## config.mk

```make
export PLATFORM = sky130hd
export DESIGN_NAME = sccb_config
export DESIGN_NICKNAME = d
export VERILOG_FILES = /design/src/rtl/sccb_pkg.sv /design/src/rtl/ov7670_cfg_rom.sv /design/src/rtl/sccb_config.sv
export SDC_FILE = /design/constraint.sdc
export NUM_CORES = 1
export LEC_CHECK = 0
export CAP_MARGIN = 20
export CORE_AREA = 2 2 105 132
export DETAILED_ROUTE_END_ITERATION = 7
export DIE_AREA = 0 0 107 134
export GPL_ROUTABILITY_DRIVEN = 1
export PLACE_DENSITY = 0.59
export SLEW_MARGIN = 20
export SYNTH_ARGS = -nofsm -noshare
export SYNTH_HDL_FRONTEND = slang
export SYNTH_HIERARCHICAL = 1
export SYNTH_SLANG_ARGS = --single-unit
```

## constraint.sdc

```tcl
create_clock -name clk -period 5 [get_ports clk]
set_input_delay 1 -clock clk [delete_from_list [all_inputs] [get_ports clk]]
set_output_delay 1 -clock clk [all_outputs]
set_load 0.05 [all_outputs]
```

## src/rtl/sccb_pkg.sv

```systemverilog
// Shared constants and types for the SCCB camera configuration master.
package sccb_pkg;
    localparam logic [15:0] SCCB_ENTRY_DELAY = 16'hFFF0;
    localparam logic [15:0] SCCB_ENTRY_END   = 16'hFFFF;

    typedef enum logic [2:0] {
        ST_IDLE,
        ST_FETCH,
        ST_START,
        ST_BITS,
        ST_STOP,
        ST_GAP,
        ST_DELAY,
        ST_DONE
    } sccb_state_t;

    typedef struct packed {
        logic [7:0] reg_addr;
        logic [7:0] val;
    } sccb_entry_t;
endpackage

```

## src/rtl/ov7670_cfg_rom.sv

```systemverilog
// OV7670 register table: combinational index to {reg, val} lookup.
// USE_OVR substitutes a 16-entry table for bring-up of short sequences.
module ov7670_cfg_rom
    import sccb_pkg::*;
#(
    parameter int             ROM_AW  = 8,
    parameter bit             USE_OVR = 1'b0,
    parameter logic [255:0]   OVR_TBL = '1
) (
    input  logic [ROM_AW-1:0] idx,
    output sccb_entry_t       entry
);
    logic [15:0] rom_word;

    always_comb begin
        rom_word = SCCB_ENTRY_END;
        if (USE_OVR) begin
            if (int'(idx) < 16)
                rom_word = OVR_TBL[int'(idx)*16 +: 16];
        end else begin
            case (int'(idx))
                0:  rom_word = 16'h1280;          // COM7 soft reset
                1:  rom_word = SCCB_ENTRY_DELAY;  // let the sensor settle
                2:  rom_word = 16'h1200;          // COM7: VGA, YUV
                3:  rom_word = 16'h1101;          // CLKRC
                4:  rom_word = 16'h0C00;
                5:  rom_word = 16'h3E00;
                6:  rom_word = 16'h3A04;          // TSLB
                7:  rom_word = 16'h40C0;          // COM15 full range
                8:  rom_word = 16'h8C00;
                9:  rom_word = 16'h1711;          // HSTART
                10: rom_word = 16'h1861;          // HSTOP
                11: rom_word = 16'h32A4;          // HREF
                12: rom_word = 16'h1903;          // VSTART
                13: rom_word = 16'h1A7B;          // VSTOP
                14: rom_word = 16'h030A;          // VREF
                15: rom_word = 16'h0F41;
                16: rom_word = 16'h1E00;          // MVFP
                17: rom_word = 16'h3DC0;          // COM13 gamma, UV auto
                18: rom_word = 16'h13E7;          // COM8 AGC/AWB/AEC
                default: rom_word = SCCB_ENTRY_END;
            endcase
        end
    end

    assign entry = sccb_entry_t'(rom_word);
endmodule

```

## src/rtl/sccb_config.sv

```systemverilog
// SCCB 3-phase write master: walks the OV7670 table on start, one write per entry.
// Bus outputs decode directly from state so reset forces an idle bus in the same cycle.
module sccb_config
    import sccb_pkg::*;
#(
    parameter int           QDIV         = 125,
    parameter logic [7:0]   DEV_ADDR     = 8'h42,
    parameter int           DELAY_CYCLES = 50000,
    parameter int           ROM_AW       = 8,
    parameter bit           USE_ROM_OVR  = 1'b0,
    parameter logic [255:0] ROM_OVR      = '1
) (
    input  logic              clk,
    input  logic              rst_n,
    input  logic              start,
    input  logic              siod_in,
    output logic              sioc,
    output logic              siod_out,
    output logic              siod_oe,
    output logic              busy,
    output logic              done,
    output logic              ack_err,
    output logic [ROM_AW-1:0] idx
);
    localparam int QW = (QDIV > 1) ? $clog2(QDIV) : 1;
    localparam int DW = (DELAY_CYCLES > 1) ? $clog2(DELAY_CYCLES) : 1;

    sccb_state_t   state;
    logic [QW-1:0] qcnt;
    logic [1:0]    quarter;
    logic [3:0]    bitn;
    logic [1:0]    byten;
    logic [23:0]   shreg;
    logic [DW-1:0] dcnt;
    logic          tick;
    logic          qrun;
    sccb_entry_t   entry;

    ov7670_cfg_rom #(
        .ROM_AW  (ROM_AW),
        .USE_OVR (USE_ROM_OVR),
        .OVR_TBL (ROM_OVR)
    ) u_rom (
        .idx   (idx),
        .entry (entry)
    );

    assign qrun = (state == ST_START) || (state == ST_BITS) ||
                  (state == ST_STOP)  || (state == ST_GAP);
    assign tick = qrun && (qcnt == QW'(QDIV - 1));

    always_ff @(posedge clk or negedge rst_n) begin
        if (!rst_n)
            qcnt <= '0;
        else if (!qrun || tick)
            qcnt <= '0;
        else
            qcnt <= qcnt + 1'b1;
    end

    always_ff @(posedge clk or negedge rst_n) begin
        if (!rst_n) begin
            state   <= ST_IDLE;
            quarter <= '0;
            bitn    <= '0;
            byten   <= '0;
            shreg   <= '0;
            dcnt    <= '0;
            busy    <= 1'b0;
            done    <= 1'b0;
            ack_err <= 1'b0;
            idx     <= '0;
        end else begin
            case (state)
                ST_IDLE, ST_DONE: begin
                    if (start) begin
                        ack_err <= 1'b0;
                        idx     <= '0;
                        busy    <= 1'b1;
                        done    <= 1'b0;
                        state   <= ST_FETCH;
                    end
                end
                ST_FETCH: begin
                    quarter <= '0;
                    bitn    <= '0;
                    byten   <= '0;
                    dcnt    <= '0;
                    if (entry == SCCB_ENTRY_END) begin
                        busy  <= 1'b0;
                        done  <= 1'b1;
                        state <= ST_DONE;
                    end else if (entry == SCCB_ENTRY_DELAY) begin
                        state <= ST_DELAY;
                    end else begin
                        shreg <= {DEV_ADDR, entry};
                        state <= ST_START;
                    end
                end
                ST_START: if (tick) begin
                    quarter <= quarter + 2'd1;
                    if (quarter == 2'd3) state <= ST_BITS;
                end
                ST_BITS: if (tick) begin
                    quarter <= quarter + 2'd1;
                    // Ninth bit is don't-care in SCCB: flag a NACK but keep going
                    if (bitn == 4'd8 && quarter == 2'd2 && siod_in)
                        ack_err <= 1'b1;
                    if (quarter == 2'd3) begin
                        if (bitn == 4'd8) begin
                            bitn  <= '0;
                            byten <= byten + 2'd1;
                            if (byten == 2'd2) state <= ST_STOP;
                        end else begin
                            bitn  <= bitn + 4'd1;
                            shreg <= {shreg[22:0], 1'b0};
                        end
                    end
                end
                ST_STOP: if (tick) begin
                    quarter <= quarter + 2'd1;
                    if (quarter == 2'd3) state <= ST_GAP;
                end
                ST_GAP: if (tick) begin
                    quarter <= quarter + 2'd1;
                    if (quarter == 2'd3) begin
                        idx   <= idx + 1'b1;
                        state <= ST_FETCH;
                    end
                end
                ST_DELAY: begin
                    if (dcnt == DW'(DELAY_CYCLES - 1)) begin
                        dcnt  <= '0;
                        idx   <= idx + 1'b1;
                        state <= ST_FETCH;
                    end else begin
                        dcnt <= dcnt + 1'b1;
                    end
                end
                default: state <= ST_IDLE;
            endcase
        end
    end

    always_comb begin
        sioc     = 1'b1;
        siod_out = 1'b1;
        siod_oe  = 1'b1;
        case (state)
            ST_START: begin
                sioc     = (quarter != 2'd3);
                siod_out = (quarter == 2'd0);
            end
            ST_BITS: begin
                sioc = (quarter == 2'd1) || (quarter == 2'd2);
                if (bitn == 4'd8) siod_oe  = 1'b0;
                else              siod_out = shreg[23];
            end
            ST_STOP: begin
                sioc     = (quarter != 2'd0);
                siod_out = quarter[1];
            end
            default: ;
        endcase
    end
endmodule

```

After elaboration in Yosys (flattened, before gate mapping)
Memories as Yosys holds them, arrays and structs flattened.
Index checks and enable logic that the tools add are counted.
{ "classes": {"addsub": 6, "n_eq_ne": 35, "n_mux": 54, "reduce_logical": 29} }
{ "ops": {"columns": ["operator", "count"], "rows": [
  ["24-bit 2-to-1 mux", 5],
  ["16-bit equality test (second input constant)", 3],
  ["24-bit one-hot mux with 2 select lines", 1],
  ["3-bit 2-to-1 mux", 14],
  ["16-bit 2-to-1 mux", 2],
  ["8-bit 2-to-1 mux", 4],
  ["16-bit one-hot mux with 2 select lines", 1],
  ["8-bit one-hot mux with 3 select lines", 1],
  ["2-bit inequality test (second input constant)", 11],
  ["3-bit one-hot mux with 7 select lines", 1],
  ["16-bit by 1-bit adder with 16-bit output (second input constant)", 1],
  ["2-bit by 1-bit inequality test with 1-bit output (second input constant)", 8],
  ["3-bit equality test (second input constant)", 4],
  ["4-bit 2-to-1 mux", 3],
  ["12-bit AND reduction", 1],
  ["2-bit nonzero test", 6],
  ["1-bit 2-to-1 mux", 9],
  ["8-bit by 1-bit adder with 8-bit output (second input constant)", 1],
  ["2-bit 2-to-1 mux", 4],
  ["2-bit one-hot mux with 2 select lines", 2],
  ["4-bit one-hot mux with 2 select lines", 1],
  ["4-bit AND reduction", 2],
  ["7-bit by 1-bit adder with 7-bit output (second input constant)", 1],
  ["7-bit equality test (second input constant)", 1],
  ["other kinds (22)", 37]
]} }
{ "totals": {"register_bits": 69, "romBits": 512, "in_bits": 4, "out_inout_bits": 14, "wordCells": 136, "mem_count": 1} }
{ "memory_table": {"columns": ["name", "depth", "word_bits", "rd", "rd_clocked_by_memory_dff", "wr", "line_no", "text"], "rows": [
  ["(no name shown)", 32, 16, 1, 0, 0, "ov7670_cfg_rom.sv:21", "case (int'(idx))"]
]} }

Longest topological paths before layout
{ "logic_depth": {"depth_word": 7, "ltp_mapped": 13, "depth_no_buf": 11} }

Modules after synthesis
Netlist, hierarchy kept.
{ "by_module_without_submodules": {"columns": ["mod", "instances", "cells_each", "area_each_um2", "seq_area_each_um2"], "rows": [
  ["sccb_config", 1, 413, 3852.4, 1726.7],
  ["ov7670_cfg_rom", 1, 101, 630.6, 0.0]
]} }

Least setup slack after synthesis
No wires, ideal clock.
{ "synth_path": {"path_type": "register to register", "startpoint": "reg idx[0]", "endpoint": "reg shreg[23]", "setup_ps": 96, "arrival_time_ps": 3200, "required_ps": 4904, "setup_slack_ps": 1704, "stages_incl_launch_ff": 13, "n_path_buf": 2, "period_less_slack_ps": 3296, "cell_sequence": "dfrtp_1 > inv_1 > ha_1 > a21oi_1 > a21oi_1 > nand2b_1 > or4_4 > a2111oi_4 > o32a_2 > buf_6 > buf_6 > nand2_1 > o31ai_1"} }
{ "synth_rtl": {"columns": ["item", "line_no", "text"], "rows": [
  ["from (decl)", "sccb_config.sv:23", "output logic [ROM_AW-1:0] idx"],
  ["from (signal assigned)", "sccb_config.sv:127", "idx <= idx + 1'b1;"],
  ["from (signal assigned)", "sccb_config.sv:134", "idx <= idx + 1'b1;"],
  ["to (signal assigned)", "sccb_config.sv:96", "shreg <= {DEV_ADDR, entry};"],
  ["to (signal assigned)", "sccb_config.sv:116", "shreg <= {shreg[22:0], 1'b0};"],
  ["to (decl)", "sccb_config.sv:33", "logic [23:0] shreg;"]
]} }

Worst setup path in the final report
{ "layout_path": {"startpoint": "reg state[0]", "endpoint": "out siod_oe"} }
{ "layout_via": {"elab_chain_cells": 2} }
{ "layout_lines": {"columns": ["item", "line_no", "text"], "rows": [
  ["from (decl)", "sccb_config.sv:28", "sccb_state_t state;"],
  ["from (signal assigned)", "sccb_config.sv:63", "state <= ST_IDLE;"],
  ["from (signal assigned)", "sccb_config.sv:81", "state <= ST_FETCH;"],
  ["from (signal assigned)", "sccb_config.sv:92", "state <= ST_DONE;"],
  ["3-bit by 2-bit equality test with 1-bit output", "sccb_config.sv:149", "case (state)"],
  ["1-bit 2-to-1 mux", "sccb_config.sv:149", null],
  ["to (decl)", "sccb_config.sv:19", "output logic siod_oe,"]
]} }
No other way between the ends.

==> metrics <==
setup bufs post-CTS=0; simple-gate share of the synthesized area=0.2171; commonest non-fill, non-tap cell in the layout=dfrtp_1; grt met3 use=0.02867; final worst slack=1.235 ns; Max H-tree Level=3; Vias=3,757; CP delay by family, top=simple AND/OR/NAND/NOR gates; post-route cell area=5075 µm²; Synth Area in Compound Gates=0.2216; Non-Filler Instances=697; area used by multi-input combinational logic=2491 µm²; Synth top area share=0.3852; Period minus WS final=3.765 ns; CP endpoint=siod_oe; Fin. Hold Viols=0; vias in the first global route=3,545; Clk pwr share=0.426; DP Wirelength=7304 µm; Relative slew margins=0.4027; worst r2r path cells=10; clk slew on worst S/H paths=0.06 ns; period utilisation layout=0.7529; Slew Viols, Final=0; Core Footprint=13,110 µm²; distinct cell type count after synthesis=68; ANT cells=0; worst reg2reg setup slack=1.28 ns; post-synthesis sequential area ratio=0.3852; Max stage delay cell, worst path=dfrtp_1; Fin Setup TNS=0 ns; CTS Root Cell=clkbuf_16; CTS Hold Bufs=0; Synth Area in Adders=0.04968; grt met2 use=0.2569; Iteration-0 DRC Markers=327; cells along the critical path=nor2b_1, nand2_1, nor2_1, inv_1, clkdlybuf4s50_1; Post-CTS Resized=0; Storage cell area=between 1500 and 2000 µm²; Worst Setup SP=state[0]; worst r2r dst=shreg[12]; Switching Fraction=0.2775; Ports=18; Filler cells=1,291; GR Overflow Total=0; die height=between 100 and 150 µm; syn_nets=535; Critical Path RT=4.00 ns; ANT nets after route=0; first-pass GRT wire length=17,390 µm; met1 GRT Util=0.1876; routability cong.=0.9061; Synth Area in XOR/XNOR=0.01563; Crit. End Element=primary output; Final Hold Slack=0.4786 ns; TritonCTS clock tree=yes; clk_lat worst skew=0.33 ns; GRT Util Overall=0.1510; dpl ws=about 1.3 ns; Post-Route WL=10,260 µm; Post-synth top flop=dfrtp_1; # DRC=0; CTS max path bufs=2; crit path buf inv count=2; worst-path fanout max=21; status=finished, final reports clean; Synth Register Bits=69; CTS Sinks=69; Hold Path Class=register to register; worst-margin pin slew=0.8959 ns; commonest cells after routing, fill and taps aside=dfrtp_1, nand2_1, o21ai_0; skew final=around 0.0068 ns; layer with the highest usage=met2; P&R area growth vs syn=13.20%; Setup Viol. Count Final=0; die width=approximately 110 µm; startpoint types=register; fin util=0.3870; Worst path max stage delay=0.71 ns; Yosys warnings=6; Pleak=2.175 nW; Port Buf Inserts=17; power per cell area=about 340 nW/µm²; Synth Instances=around 500; mapped cell area=about 4500 µm²; largest net degree at the start of global routing=48; Worst VDD drop=between 0.15 and 0.2 mV; mux contribution to synthesized area=0.05163; Overall Power=approximately 1.7 mW; share of layout cells above drive strength 1=0.09506; Sw Pwr=482.9 µW; fmax=265.6 MHz; DIE AREA=14,340 µm²; Row Count=47; CTS Buf Count=9; Async S/R FF share, synth=1.000; top cells by area, synth=dfrtp_1, o21ai_0, nand2_1, mux2i_1, ha_1; Comb power frac=0.172; Crit. path cell count=5; RSZ-0062 raised after global routing=no; wire per inst=14.71 µm; initial antenna violation count=0; Synth area leader=dfrtp_1; NumNets Final=542; crit path DAT=2.76 ns; R2R Path Start=idx[0]; DR vias/cell=5.390; Setup Crit Path Kind=register to primary output; max cap viols=0; Reg power frac=0.403; Cell Int Power=1.257 mW; drt pass-1 iters=6; dpl cells=681; Initial Utilization=0.3419; largest family of logic cells by synthesized area=compound AO/OA/AOI/OAI gates; placed cell areas=4725 µm²; Post-synth EDFFs=0; syn avg cell area=8.722 µm²
[how the worst min path moves through the flow]
stage	to	startpoint	slack, ns	cells past startpoint
floorplan	qcnt[0]	qcnt[0]	0.45	1
global placement	shreg[4]	shreg[4]	0.46	2
detailed placement	shreg[9]	shreg[9]	0.47	2
CTS	shreg[9]	shreg[9]	0.48	2
global route	byten[0]	byten[0]	0.49	1
finish	shreg[15]	shreg[15]	0.48	2
[power by group through the flow]
stage          combinational (mW)  clock, mW  sequential (mW)
5_1_grt                     0.336      0.783            0.712
4_1_cts                     0.304      0.759            0.701
3_5_place_dp                0.303          0            0.710
2_1_floorplan               0.231          0            0.693
3_3_place_gp                0.296          0            0.705
6_report                    0.299      0.741            0.700
[registers in the layout (all words and copies together), names as in the netlist]
register  count
qcnt          7
dcnt         16
busy          1
shreg        24
state         3
ack_err       1
byten         2
bitn          4
quarter       2
done          1
idx           8
[cells by family (layout without fill, tap and decap cells)]
| family | Yosys count | after routing |
|---|---|---|
| flops | 69 | 69 |
| xor+xnor | 8 | 8 |
| mux | 23 | 23 |
| buf+inv | 49 | 61 |
| fa+ha+maj | 18 | 18 |
| simple gates | 199 | 199 |
| compound gates | 148 | 148 |
[worst register-to-register path, stage by stage, from the launching register on]
cell and delay [ns]:
dfrtp_1 0.58, inv_1 0.21, ha_1 0.37, nand2b_1 0.10, nand3b_1 0.12, o21ai_0 0.11, o21ai_0 0.29, nand4_1 0.30
a2111oi_4 0.44, o32a_2 0.80, o21ai_0 0.23
[Yosys cell counts (all sizes together), types with 5 or more instances]
cell and instances:
o21ai 65, nor2 45, o31ai 12, nand4 6, nand2b 9, ha 17
a21oi 21, buf 18, and3 13, nor3 16, inv 22, clkbuf 9
a21o 6, mux2i 22, nand2 63, nand3 17, nand3b 5, a221oi 5
dfrtp 69, a31oi 7
[per-layer routing]
metal / part of all wire / up-vias
met5: 0 / -
met4: 0.015 / 0
met3: 0.030 / 12
met2: 0.50 / 73
met1: 0.45 / 1798
li1: - / 1874
[final cells by class]
class,count,area share
Multi-Input combinational cell,396,0.4909
Tap cell,171,0.04216
Clock inverter,5,0.02120
Inverter,22,0.01627
Sequential cell,69,0.3402
Timing Repair Buffer,23,0.04142
Clock buffer,11,0.04783
No activity file was read; power rests on OpenSTA's default activity.
